[src/rtl/vlsu_pkg.sv]
// ----------------------------------------------------------------------------
// vlsu_pkg
//   Shared types and helpers for the vector load/store unit.
//   - state_t  : control FSM states
//   - cmd_t    : command fields captured when a start is accepted
//   - VLEN_MAX : maximum element count per vector register
//   - clamp_vl : saturates the requested vl to VLEN_MAX
// ----------------------------------------------------------------------------
package vlsu_pkg;

    localparam int VLEN_MAX = 4;

    typedef enum logic [2:0] {
        IDLE = 3'd0,
        REQ  = 3'd1,
        WAIT = 3'd2,
        WB   = 3'd3,
        DONE = 3'd4
    } state_t;

    typedef struct packed {
        logic       is_store;
        logic [2:0] vl;       // already clamped, 0..VLEN_MAX
        logic [4:0] vreg;
    } cmd_t;

    // Requests above the register length saturate rather than wrap.
    function automatic logic [2:0] clamp_vl(input logic [2:0] vl);
        return (vl > 3'(VLEN_MAX)) ? 3'(VLEN_MAX) : vl;
    endfunction

endpackage

[src/rtl/vlsu_addr_gen.sv]
// ----------------------------------------------------------------------------
// vlsu_addr_gen
//   Element address generator. Loads the base address and the per-element
//   step when a command is accepted, then adds the step after every accepted
//   memory request. Arithmetic wraps modulo 2^ADDR_W.
//
//   Build option VLSU_STRIDE_EN:
//     defined   - step is the signed stride input (negative strides wrap
//                 naturally in two's complement)
//     undefined - unit stride, step = SEW/8 bytes; stride input is ignored
//
//   Ports:
//     clk, rst   clock, asynchronous active-high reset
//     load       command accepted: capture base and step
//     advance    request handshake: move to the next element
//     base       byte address of element 0
//     stride     signed byte stride
//     addr       current element address
// ----------------------------------------------------------------------------
module vlsu_addr_gen #(
    parameter int ADDR_W = 32,
    parameter int SEW    = 32
) (
    input  logic              clk,
    input  logic              rst,
    input  logic              load,
    input  logic              advance,
    input  logic [ADDR_W-1:0] base,
    input  logic [ADDR_W-1:0] stride,
    output logic [ADDR_W-1:0] addr
);

    logic [ADDR_W-1:0] step_sel;
    logic [ADDR_W-1:0] step_q;
    logic [ADDR_W-1:0] addr_q;

`ifdef VLSU_STRIDE_EN
    assign step_sel = stride;
`else
    localparam logic [ADDR_W-1:0] UNIT_STEP = ADDR_W'(SEW / 8);
    // Port kept so both builds share one interface; its value is don't-care.
    logic unused_stride;
    assign unused_stride = ^stride;
    assign step_sel      = UNIT_STEP;
`endif

    always_ff @(posedge clk or posedge rst) begin
        if (rst) begin
            addr_q <= '0;
            step_q <= '0;
        end else if (load) begin
            addr_q <= base;
            step_q <= step_sel;
        end else if (advance) begin
            addr_q <= addr_q + step_q;
        end
    end

    assign addr = addr_q;

endmodule

[src/rtl/vector_lsu.sv]
// ----------------------------------------------------------------------------
// vector_lsu
//   Vector load/store unit between the vector register file and a
//   single-ported, word-wide data memory. Moves up to VLEN SEW-bit elements
//   one at a time. Loads gather into a local buffer (pre-filled with the
//   register contents so tail elements stay undisturbed) and retire with one
//   whole-register write pulse; stores stream the buffer sampled at start.
//
//   Build option VLSU_STRIDE_EN (see vlsu_addr_gen): strided vs unit-stride.
//
//   Ports:
//     clk, rst                 clock, asynchronous active-high reset
//     start, is_store, vl,     command; accepted only while idle
//     base_addr, stride, vreg
//     src_data0..3             register contents sampled at start
//     mem_req/we/addr/wdata    memory request, held stable until mem_ready
//     mem_ready                request accepted when mem_req && mem_ready
//     mem_rvalid, mem_rdata    load response (only honoured while waiting)
//     reg_write, wr_reg,       one-cycle register file write for loads
//     write_data0..3
//     busy                     not idle
//     done                     one-cycle completion pulse
//
//   All outputs decode from registered state, so there is no combinational
//   path from start to the memory request.
// ----------------------------------------------------------------------------
module vector_lsu
    import vlsu_pkg::*;
#(
    parameter int VLEN   = 4,
    parameter int SEW    = 32,
    parameter int ADDR_W = 32
) (
    input  logic              clk,
    input  logic              rst,
    input  logic              start,
    input  logic              is_store,
    input  logic [2:0]        vl,
    input  logic [ADDR_W-1:0] base_addr,
    input  logic [ADDR_W-1:0] stride,
    input  logic [4:0]        vreg,
    input  logic [SEW-1:0]    src_data0,
    input  logic [SEW-1:0]    src_data1,
    input  logic [SEW-1:0]    src_data2,
    input  logic [SEW-1:0]    src_data3,
    output logic              mem_req,
    output logic              mem_we,
    output logic [ADDR_W-1:0] mem_addr,
    output logic [SEW-1:0]    mem_wdata,
    input  logic              mem_ready,
    input  logic              mem_rvalid,
    input  logic [SEW-1:0]    mem_rdata,
    output logic              reg_write,
    output logic [4:0]        wr_reg,
    output logic [SEW-1:0]    write_data0,
    output logic [SEW-1:0]    write_data1,
    output logic [SEW-1:0]    write_data2,
    output logic [SEW-1:0]    write_data3,
    output logic              busy,
    output logic              done
);

    state_t                     state_q, state_d;
    cmd_t                       cmd_q;
    logic [1:0]                 idx_q;
    logic [VLEN-1:0][SEW-1:0]   ebuf_q;

    logic       start_ok;
    logic [2:0] vl_c;
    logic       req_hs;
    logic       rsp_ok;
    logic       last;

    assign vl_c     = clamp_vl(vl);
    assign start_ok = (state_q == IDLE) && start;
    assign req_hs   = (state_q == REQ) && mem_ready;
    // Responses are only legal while waiting; anything else is noise.
    assign rsp_ok   = (state_q == WAIT) && mem_rvalid;
    assign last     = (({1'b0, idx_q} + 3'd1) == cmd_q.vl);

    // ---------------------------------------------------------------- FSM
    always_ff @(posedge clk or posedge rst) begin
        if (rst) state_q <= IDLE;
        else     state_q <= state_d;
    end

    always_comb begin
        state_d = state_q;
        case (state_q)
            IDLE: if (start)      state_d = (vl_c == 3'd0) ? DONE : REQ;
            REQ:  if (mem_ready) begin
                      if (cmd_q.is_store) state_d = last ? DONE : REQ;
                      else                state_d = WAIT;
                  end
            WAIT: if (mem_rvalid) state_d = last ? WB : REQ;
            WB:                   state_d = DONE;
            DONE:                 state_d = IDLE;
            default:              state_d = IDLE;
        endcase
    end

    // ----------------------------------------------------------- datapath
    // Stores advance the index on the request handshake, loads on the
    // response, so idx always names the element currently in flight.
    always_ff @(posedge clk or posedge rst) begin
        if (rst) begin
            cmd_q  <= '0;
            idx_q  <= '0;
            ebuf_q <= '0;
        end else if (start_ok) begin
            cmd_q  <= '{is_store: is_store, vl: vl_c, vreg: vreg};
            idx_q  <= '0;
            ebuf_q <= {src_data3, src_data2, src_data1, src_data0};
        end else if (req_hs && cmd_q.is_store) begin
            idx_q  <= idx_q + 2'd1;
        end else if (rsp_ok) begin
            ebuf_q[idx_q] <= mem_rdata;
            idx_q         <= idx_q + 2'd1;
        end
    end

    vlsu_addr_gen #(
        .ADDR_W (ADDR_W),
        .SEW    (SEW)
    ) u_addr_gen (
        .clk     (clk),
        .rst     (rst),
        .load    (start_ok),
        .advance (req_hs),
        .base    (base_addr),
        .stride  (stride),
        .addr    (mem_addr)
    );

    // ------------------------------------------------------------ outputs
    assign mem_req     = (state_q == REQ);
    assign mem_we      = mem_req && cmd_q.is_store;
    assign mem_wdata   = mem_req ? ebuf_q[idx_q] : '0;
    assign reg_write   = (state_q == WB);
    assign wr_reg      = cmd_q.vreg;
    assign write_data0 = ebuf_q[0];
    assign write_data1 = ebuf_q[1];
    assign write_data2 = ebuf_q[2];
    assign write_data3 = ebuf_q[3];
    assign busy        = (state_q != IDLE);
    assign done        = (state_q == DONE);

endmodule
[config.mk]
export PLATFORM = sky130hd
export DESIGN_NAME = vector_lsu
export DESIGN_NICKNAME = d
export VERILOG_FILES = /design/src/rtl/vlsu_pkg.sv /design/src/rtl/vlsu_addr_gen.sv /design/src/rtl/vector_lsu.sv
export SDC_FILE = /design/constraint.sdc
export NUM_CORES = 1
export LEC_CHECK = 0
export ABC_AREA = 1
export ABC_CLOCK_PERIOD_IN_PS = 16400
export CAP_MARGIN = 0
export CORE_AREA = 3 3 170 172
export CTS_BUF_LIST = sky130_fd_sc_hd__clkbuf_8
export CTS_CLUSTER_DIAMETER = 80
export DETAILED_ROUTE_END_ITERATION = 7
export DIE_AREA = 0 0 173 175
export HOLD_SLACK_MARGIN = 0.12
export PLACE_DENSITY = 0.76
export SKIP_CTS_REPAIR_TIMING = 1
export SLEW_MARGIN = 20
export SYNTH_ARGS = -nofsm -noshare
export SYNTH_HDL_FRONTEND = slang
export SYNTH_SLANG_ARGS = --single-unit
[constraint.sdc]
create_clock -name clk -period 16.4 [get_ports clk]
set_clock_uncertainty 0.2 [all_clocks]
set_input_delay 4.92 -clock clk [delete_from_list [all_inputs] [get_ports clk]]
set_output_delay 4.92 -clock clk [all_outputs]
set_load 0.01 [all_outputs]
# == Word level (Yosys, flattened, before mapping) ==
# Index checks and enable logic that the tools add are counted.
# totals
regBits,175
in_bits,238
# op_classes
n_addsub,3
magnitude_cmp,3
eq_ne,9
muxes,23
reduce_logical,14
# op_table
cell,n
128-bit 2-to-1 mux,3
32-bit 2-to-1 mux,5
128-bit bitwise mux,1
32-bit binary-select mux with 2-bit select,1
32-bit demux with 2-bit select,1
32-bit by 3-bit adder with 32-bit output,1
3-bit 2-to-1 mux,7
3-bit case mux with 4 select lines,1
2-bit 2-to-1 mux,4
"3-bit by 2-bit == test with 1-bit output, second input constant",2
1-bit logical AND,6
3-bit logical NOT,2
"2-bit != test, second input constant",3
3-bit nonzero test,2
2-bit nonzero test,2
"2-bit by 1-bit adder with 3-bit output, second input constant",1
"3-bit by 1-bit == test with 1-bit output, second input constant",1
3-bit == test,1
"3-bit == test, second input constant",1
"3-bit greater-than comparator, second input constant",1
"2-bit by 3-bit less-than comparator with 1-bit output, second input constant",1
3-bit AND reduction,1
"2-bit by 1-bit adder with 2-bit output, second input constant",1
"2-bit by 1-bit >= comparator with 1-bit output, second input constant",1
other kinds (2),2

# == Logic depth before layout (Yosys ltp) ==
# logic_depth
ltp_word,8
ltp_mapped,11
depth_no_buf,11

# == Modules after synthesis ==
# From an unflattened synthesis, not the netlist that was laid out.
# hier_totals
hier_cells,1641
area_unflattened_um2,10880.4
# by_module_without_submodules
module,n_inst,cells_each,area_each_um2,seq_area_each_um2
vector_lsu,1,1308,8549.4,3553.4
vlsu_addr_gen,1,333,2331.0,825.8

# == Worst setup path before layout ==
# Ideal clock, no wire load.
# synth_timing
path_kind,reg-to-output
from,reg idx_q[1]
to,out mem_wdata[24]
arrival_time_ns,1.343
required_ns,11.280
path_slack_ns,9.937
stages_incl_launch_ff,7
path_cell_list,dfrtp_1 -> clkbuf_1 -> clkinv_1 -> clkbuf_1 -> nor2_1 -> o21ai_0 -> a21oi_1
# synth_via
elab_chain_len,3
# synth_lines
item,line_no,source
start: declaration,vector_lsu.sv:65,logic [1:0] idx_q;
start signal: assignment,vector_lsu.sv:115,idx_q <= idx_q + 2'd1;
start signal: assignment,vector_lsu.sv:118,idx_q <= idx_q + 2'd1;
32-bit binary-select mux with 2-bit select,vector_lsu.sv:138,assign mem_wdata = mem_req ? ebuf_q[idx_q] : '0;
32-bit 2-to-1 mux (not written as such),vector_lsu.sv:138,
32-bit 2-to-1 mux,vector_lsu.sv:138,
end: declaration,vector_lsu.sv:49,"output logic [SEW-1:0] mem_wdata,"
# No other way between the ends. The select of a mux whose other input is x is not followed.

# == Worst setup path in the final report ==
# layout_timing
from,reg idx_q[1]
to,out mem_wdata[18]
# Same word-level chain as after synthesis.

==> summary.md <==
| Metric | Value |
|---|---|
| Power Total | `0.003024 W` |
| CTS tree | `yes` |
| Share of the synthesized area in the top cell type | `0.4241` |
| First-pass GRT wire length | `64060 um` |
| Worst-case clock buffer depth | `2` |
| Syn Inst Count | `1453` |
| Die Y | `175 um` |
| Worst-path clk slew | `0.10 ns` |
| Max Cap Viol | `0` |
| Placed Cells | `2136` |
| Final Non-Filler Cells | `2170` |
| Post-DP HPWL | `27830 um` |
| CP endpoint | `mem_wdata[18]` |
| Critical path class | `flip-flop to output pin` |
| Root buf cell | `clkbuf_8` |
| All-Layer GR Usage | `0.2681` |
| Die area | `30280 um^2` |
| Final Setup Violations | `0` |
| Worst reg2reg setup slack | `12.90 ns` |
| PD cells | `204.8 nW/um^2` |
| Wire per inst | `19.45 um` |
| Worst hold-check path type | `flip-flop to flip-flop` |
| Required time worst endpoint | `11.28 ns` |
| Site Rows | `61` |
| FMAX | `0.1170 GHz` |
| Worst R2R Path Depth | `6` |
| Post-layout nets | `2021` |
| Largest net degree at the start of global routing | `101` |
| Setup crit start | `idx_q[1]` |
| Grt total ovfl | `0` |
| Vias in the first global route | `11235` |
| Inserted Clock Buffers | `17` |
| Synth area leaders | `dfrtp_1, nand2_1, nor2_1, nand3_1, a31oi_1` |
| Synth cell types | `33` |
| Initial antenna violation count | `5` |
| Sequential cell area | `4382 um^2` |
| Ports | `440` |
| Drt pass-1 iters | `6` |
| Dominant synthesized flop cell | `dfrtp_1` |
| Syn avg cell area | `7.107 um^2` |
| Static Leak | `5.977 nW` |
| Asr flop ratio synth | `1.000` |
| Outcome | `finished, final reports clean` |
| Tcrit/Tclk final | `0.5213` |
| Vias | `11803` |
| Fin. Hold Viols | `0` |
| Synth Cell Area | `10330 um^2` |
| Min Clock Period, post-route | `8.550 ns` |
| Most frequent cells after synthesis | `nand2_1, nor2_1, dfrtp_1` |
| Area of the multi-input gates | `5091 um^2` |
| R2R Path End | `write_data3[18]` |
| Synth warn | `0` |
| Die Wd | `173 um` |
| Core area | `27630 um^2` |
| Initial DRC Count | `1174` |
| PortBufs | `407` |
| Max Slew Vio Count | `0` |
| Worst setup SP type | `flip-flop` |
| Worst r2r src | `idx_q[0]` |
| Initial Util | `0.3737` |
| Area added between synthesis and finish | `43.01%` |
| Fill cell total of the finished layout | `2686` |
| Clock insertion delay at the later pin of the skew report | `0.47 ns` |
| Setup_tns | `0 ns` |
| WP data arrival | `3.43 ns` |
| Synth area leader | `dfrtp_1` |
| Register area share after synthesis | `0.4241` |
| Slew HR | `0.2752` |
| Routability cong. | `0.8796` |
| Mapped Nets | `1697` |
| Via density per instance | `5.439` |
| RSZ-0062 raised after global routing | `false` |
| Post-synth EDFFs | `0` |
| Max VDD drop | `0.1814 mV` |
| Htree depth | `4` |
| Worst-path maximum fanout | `35` |
| Yosys reg bits | `175` |
| Share of cells above drive strength 1 | `0.03743` |
| Slew of the pin with the lowest slew margin | `1.087 ns` |
| Crit end category | `output pin` |
| Num Clock Sinks | `175` |
| DR DRC count | `0` |
| Post-route ant nets | `0` |
| Routed wire length | `42200 um` |
-- how the worst min path moves through the flow --
stage | startpoint | cells past startpoint | end | slack [ns]
after global placement | u_addr_gen.step_q[2] | 1 | u_addr_gen.step_q[2] | 0.26
final | u_addr_gen.step_q[2] | 1 | u_addr_gen.step_q[2] | 0.29
after CTS | u_addr_gen.step_q[2] | 1 | u_addr_gen.step_q[2] | 0.30
after floorplan | u_addr_gen.step_q[2] | 1 | u_addr_gen.step_q[2] | 0.24
after detailed placement | u_addr_gen.step_q[2] | 1 | u_addr_gen.step_q[2] | 0.26
after global routing | u_addr_gen.step_q[2] | 1 | u_addr_gen.step_q[2] | 0.30
-- critical path, stage by stage, from the launching register on --
cell and delay, ns:
dfrtp_2 1.03, clkinv_1 0.36, buf_4 0.40, nor2_1 0.16, o21ai_0 0.12, a21oi_1 0.30
clkdlybuf4s50_1 0.59
-- layer usage --
layer	vias to the layer above	track usage	part of all wire
li1	5492	-	-
met1	5551	0.3387	0.40
met2	652	0.4426	0.47
met3	102	0.06389	0.092
met4	6	0.1105	0.036
met5	-	0	0.0011
-- power by group --
group,total [W],internal (W),switching [W]
clock network,0.000327,0.000134,0.000193
registers,0.000870,0.000653,0.000217
logic,0.00183,0.000799,0.00103
-- logic make-up (layout without fill, tap and decap cells) --
group / Yosys count / after routing / share of synthesized area
xor gates and xnor gates: 5 / 5 / 0.004241
AOI/OAI and AO/OA: 279 / 279 / 0.1544
DFF: 175 / 175 / 0.4241
adders and majority gates: 6 / 6 / 0.007270
and+or+nand+nor: 813 / 813 / 0.3255
other: 0 / 2 / 0
buffers and inverters: 175 / 512 / 0.08458
-- cell type report --
cell class                 count  area share
clock inverter                14     0.01152
antenna                        2   0.0003389
multi-input combinational   1103      0.3447
sequential                   175      0.2967
clock buffer                  18     0.01678
tap                          378     0.03203
timing repair buffer         417      0.2812
inverter                      63     0.01669
-- per-stage QoR --
stage                 util  worst slack, ns  cell area (um^2)  hold slack [ns]
CTS                 0.5342            7.848             14760           0.2955
floorplan                -            6.535             10330           0.2439
finish              0.5345            7.850             14770           0.2891
detailed placement  0.5191            8.289             14340           0.2626
global route        0.5344            7.745             14770           0.3042
global placement    0.5191            8.322             14340           0.2573
-- cell usage in the layout (no fill, tap or decap), types with 18 or more instances in the layout --
cell             netlist  routed
clkdlybuf4s50_1        0     407
nand2_1              312     312
nor2_1               312     312
dfrtp_1              175     173
nand3_1              163     163
a31oi_1              130     130
o21ai_0               89      89
inv_1                 57      56
a21oi_1               42      42
clkbuf_8               0      18
Power figures use the tool's default switching activity.
==> variant: new RTL, same flow settings <==
Add a define of `VLSU_STRIDE_EN`.
--- a/src/rtl/vlsu_addr_gen.sv
+++ b/src/rtl/vlsu_addr_gen.sv
@@ -18,4 +18,6 @@
 //     addr       current element address
 // ----------------------------------------------------------------------------
+`define VLSU_STRIDE_EN
+
 module vlsu_addr_gen #(
     parameter int ADDR_W = 32,
Function: changed (a bounded check fails within 4 cycles, from zero or initial values and one cycle with rst high).
==> variant against the unedited design <==
  * Largest cell class unchanged
  * Critical path depth unchanged
  * Clock power up 46%
  * Total power up 34%
  * Via count rose by 23%
  * Routed wire length grew 28%
  * Sequential cell count is 31 higher
  * Maximum frequency up 0.31%
  * Non-clock buffer count is 37 higher
  * Largest power group unchanged
  * Worst setup slack improved by 0.026 ns
  * Final cell count grew 23%
  * Synthesized area increased by 25%
  * First-iteration DRC count rose by 22%
  * Cell area is 22% higher
==> variant: results (changes against the unedited design) <==
Die
  • Initial core utilization: 0.4661 (+0.09238)

STA
  • Slew margin rel.: 0.3192 (+0.04398)
  • Hold slack: 0.2763 ns (-0.01284 ns)
  • Fmax: 117.3 MHz (+0.31%)

Detailed routing
  • Routed vias: 14550 (+23%)
  • Total wire length: 53.87 mm (+28%)
  • Drt first pass iters: 5 (-1)
  • 1st-iter DRT viols: 1431 (+22%)

Global route
  • First-pass GRT wire length: 82.59 mm (+29%)
  • Largest net degree at the start of global routing: 184 (+82%)
  • Initial antenna violation count: 11 (+6)
  • Vias in the first global route: 14050 (+25%)
  • All-layer global routing usage: 0.3439 (+0.07582)

Cells and area
  • Non-Filler Instances: 2660 (+23%)
  • Layout Nets: 2527 (+25%)
  • # fillers: 2565 (-4.5%)
  • Share of layout cells above drive strength 1: 0.03652 (-0.0009145)

Critical path
  • RR Endpoint: write_data2[1]
  • Critical Path AT: 3.40 ns (-0.03 ns)
  • Worst-case reg-to-reg path depth: 9 (+3)
  • CP Launch Point: idx_q[0]
  • Slowest cell on the critical path: clkdlybuf4s50_1
  • Worst-path fanout max: 68 (+94%)
  • Max incr delay on CP: 0.65 ns (-0.38 ns)

Place
  • Placed cells: 2592 (+21%)
  • GP Congestion: 0.9654 (+9.8%)
  • Dpl ws: 8.090 ns (-0.1998 ns)
  • DP HPWL: 38.52 mm (+38%)
  • Area after DPL: 17290 µm² (+21%)

Worst hold path
  • Hold Crit Endpoint: u_addr_gen.step_q[13]
  • WHS Path Cells: 2 (+1)
  • Worst Hold Launch: u_addr_gen.step_q[13]

Clocking
  • Clock transition at path regs: 0.06 ns (-0.04 ns)
  • CTS Buf Count: 37 (+20)
  • Clk buf depth: 3 (+1)
  • Clk_lat worst skew: 0.54 ns (+0.07 ns)

Logic synthesis
  • Post-Syn Instances: 1883 (+30%)
  • Synth unique cells: 36 (+9.1%)
  • Synth top cells by count: nand2_1, nor2_1, dfrtp_1
  • Syn Nets: 2157 (+27%)
  • Sequential-to-total area share from yosys stat: 0.4003 (-0.02382)
  • Ranking of synthesized cells by area: dfrtp_1, nand2_1, nor2_1, nand3_1, a31oi_1

Power and ir drop
  • Leak pwr: 8.239 nW (+38%)
  • VDD IR max: 0.0001291 V (-29%)

Run status
  • Status: finished, final reports clean
## variant: worst max path at each step
stage                         endpoint  depth (start not counted)
floorplan                     cmd_q[5]                          1
global placement    u_addr_gen.addr[3]                          9
detailed placement  u_addr_gen.addr[8]                          9
CTS                      mem_wdata[30]                          6
global route             mem_wdata[30]                          6
finish                   mem_wdata[30]                          6
## variant: worst max-delay path: cells and delay by family (launching register included)
kind | cells | cell delay (ns)
flip-flops | 1 | 0.38
AO/OA/AOI/OAI | 2 | 0.68
buffers and inverters | 4 | 1.77
## variant: final cells by class
class / instances / area [µm²] / area share
inverters: 145 / 561.8 / 0.03118
flip-flops and latches: 206 / 5156 / 0.2862
diodes: 9 / 22.52 / 0.001250
well taps: 378 / 473.0 / 0.02625
clock inverters: 15 / 90.09 / 0.005000
repair buffers: 454 / 4519 / 0.2508
clock buffers: 44 / 605.6 / 0.03361
multi-input cells: 1409 / 6590 / 0.3657
## variant: cells by family after synthesis
logic type / synth area share
adders and majority gates: 0.03556
xor gates and xnor gates: 0.01156
DFF: 0.4003
and+or+nand+nor: 0.3254
AOI/OAI and AO/OA: 0.1384
buffers and inverters: 0.08880
## variant: routing by layer
metal | part of all wire | track usage | vias to the layer above
met4 | 0.057 | 0.1872 | 4
met1 | 0.40 | 0.4275 | 6814
met5 | 0.00063 | 0 | -
met2 | 0.47 | 0.5640 | 707
li1 | - | - | 6867
met3 | 0.074 | 0.07019 | 161
## variant: report_power, final
group	total, mW	internal (mW)	switching, mW
registers	1.01	0.777	0.233
clock network	0.476	0.257	0.220
logic	2.57	1.05	1.52
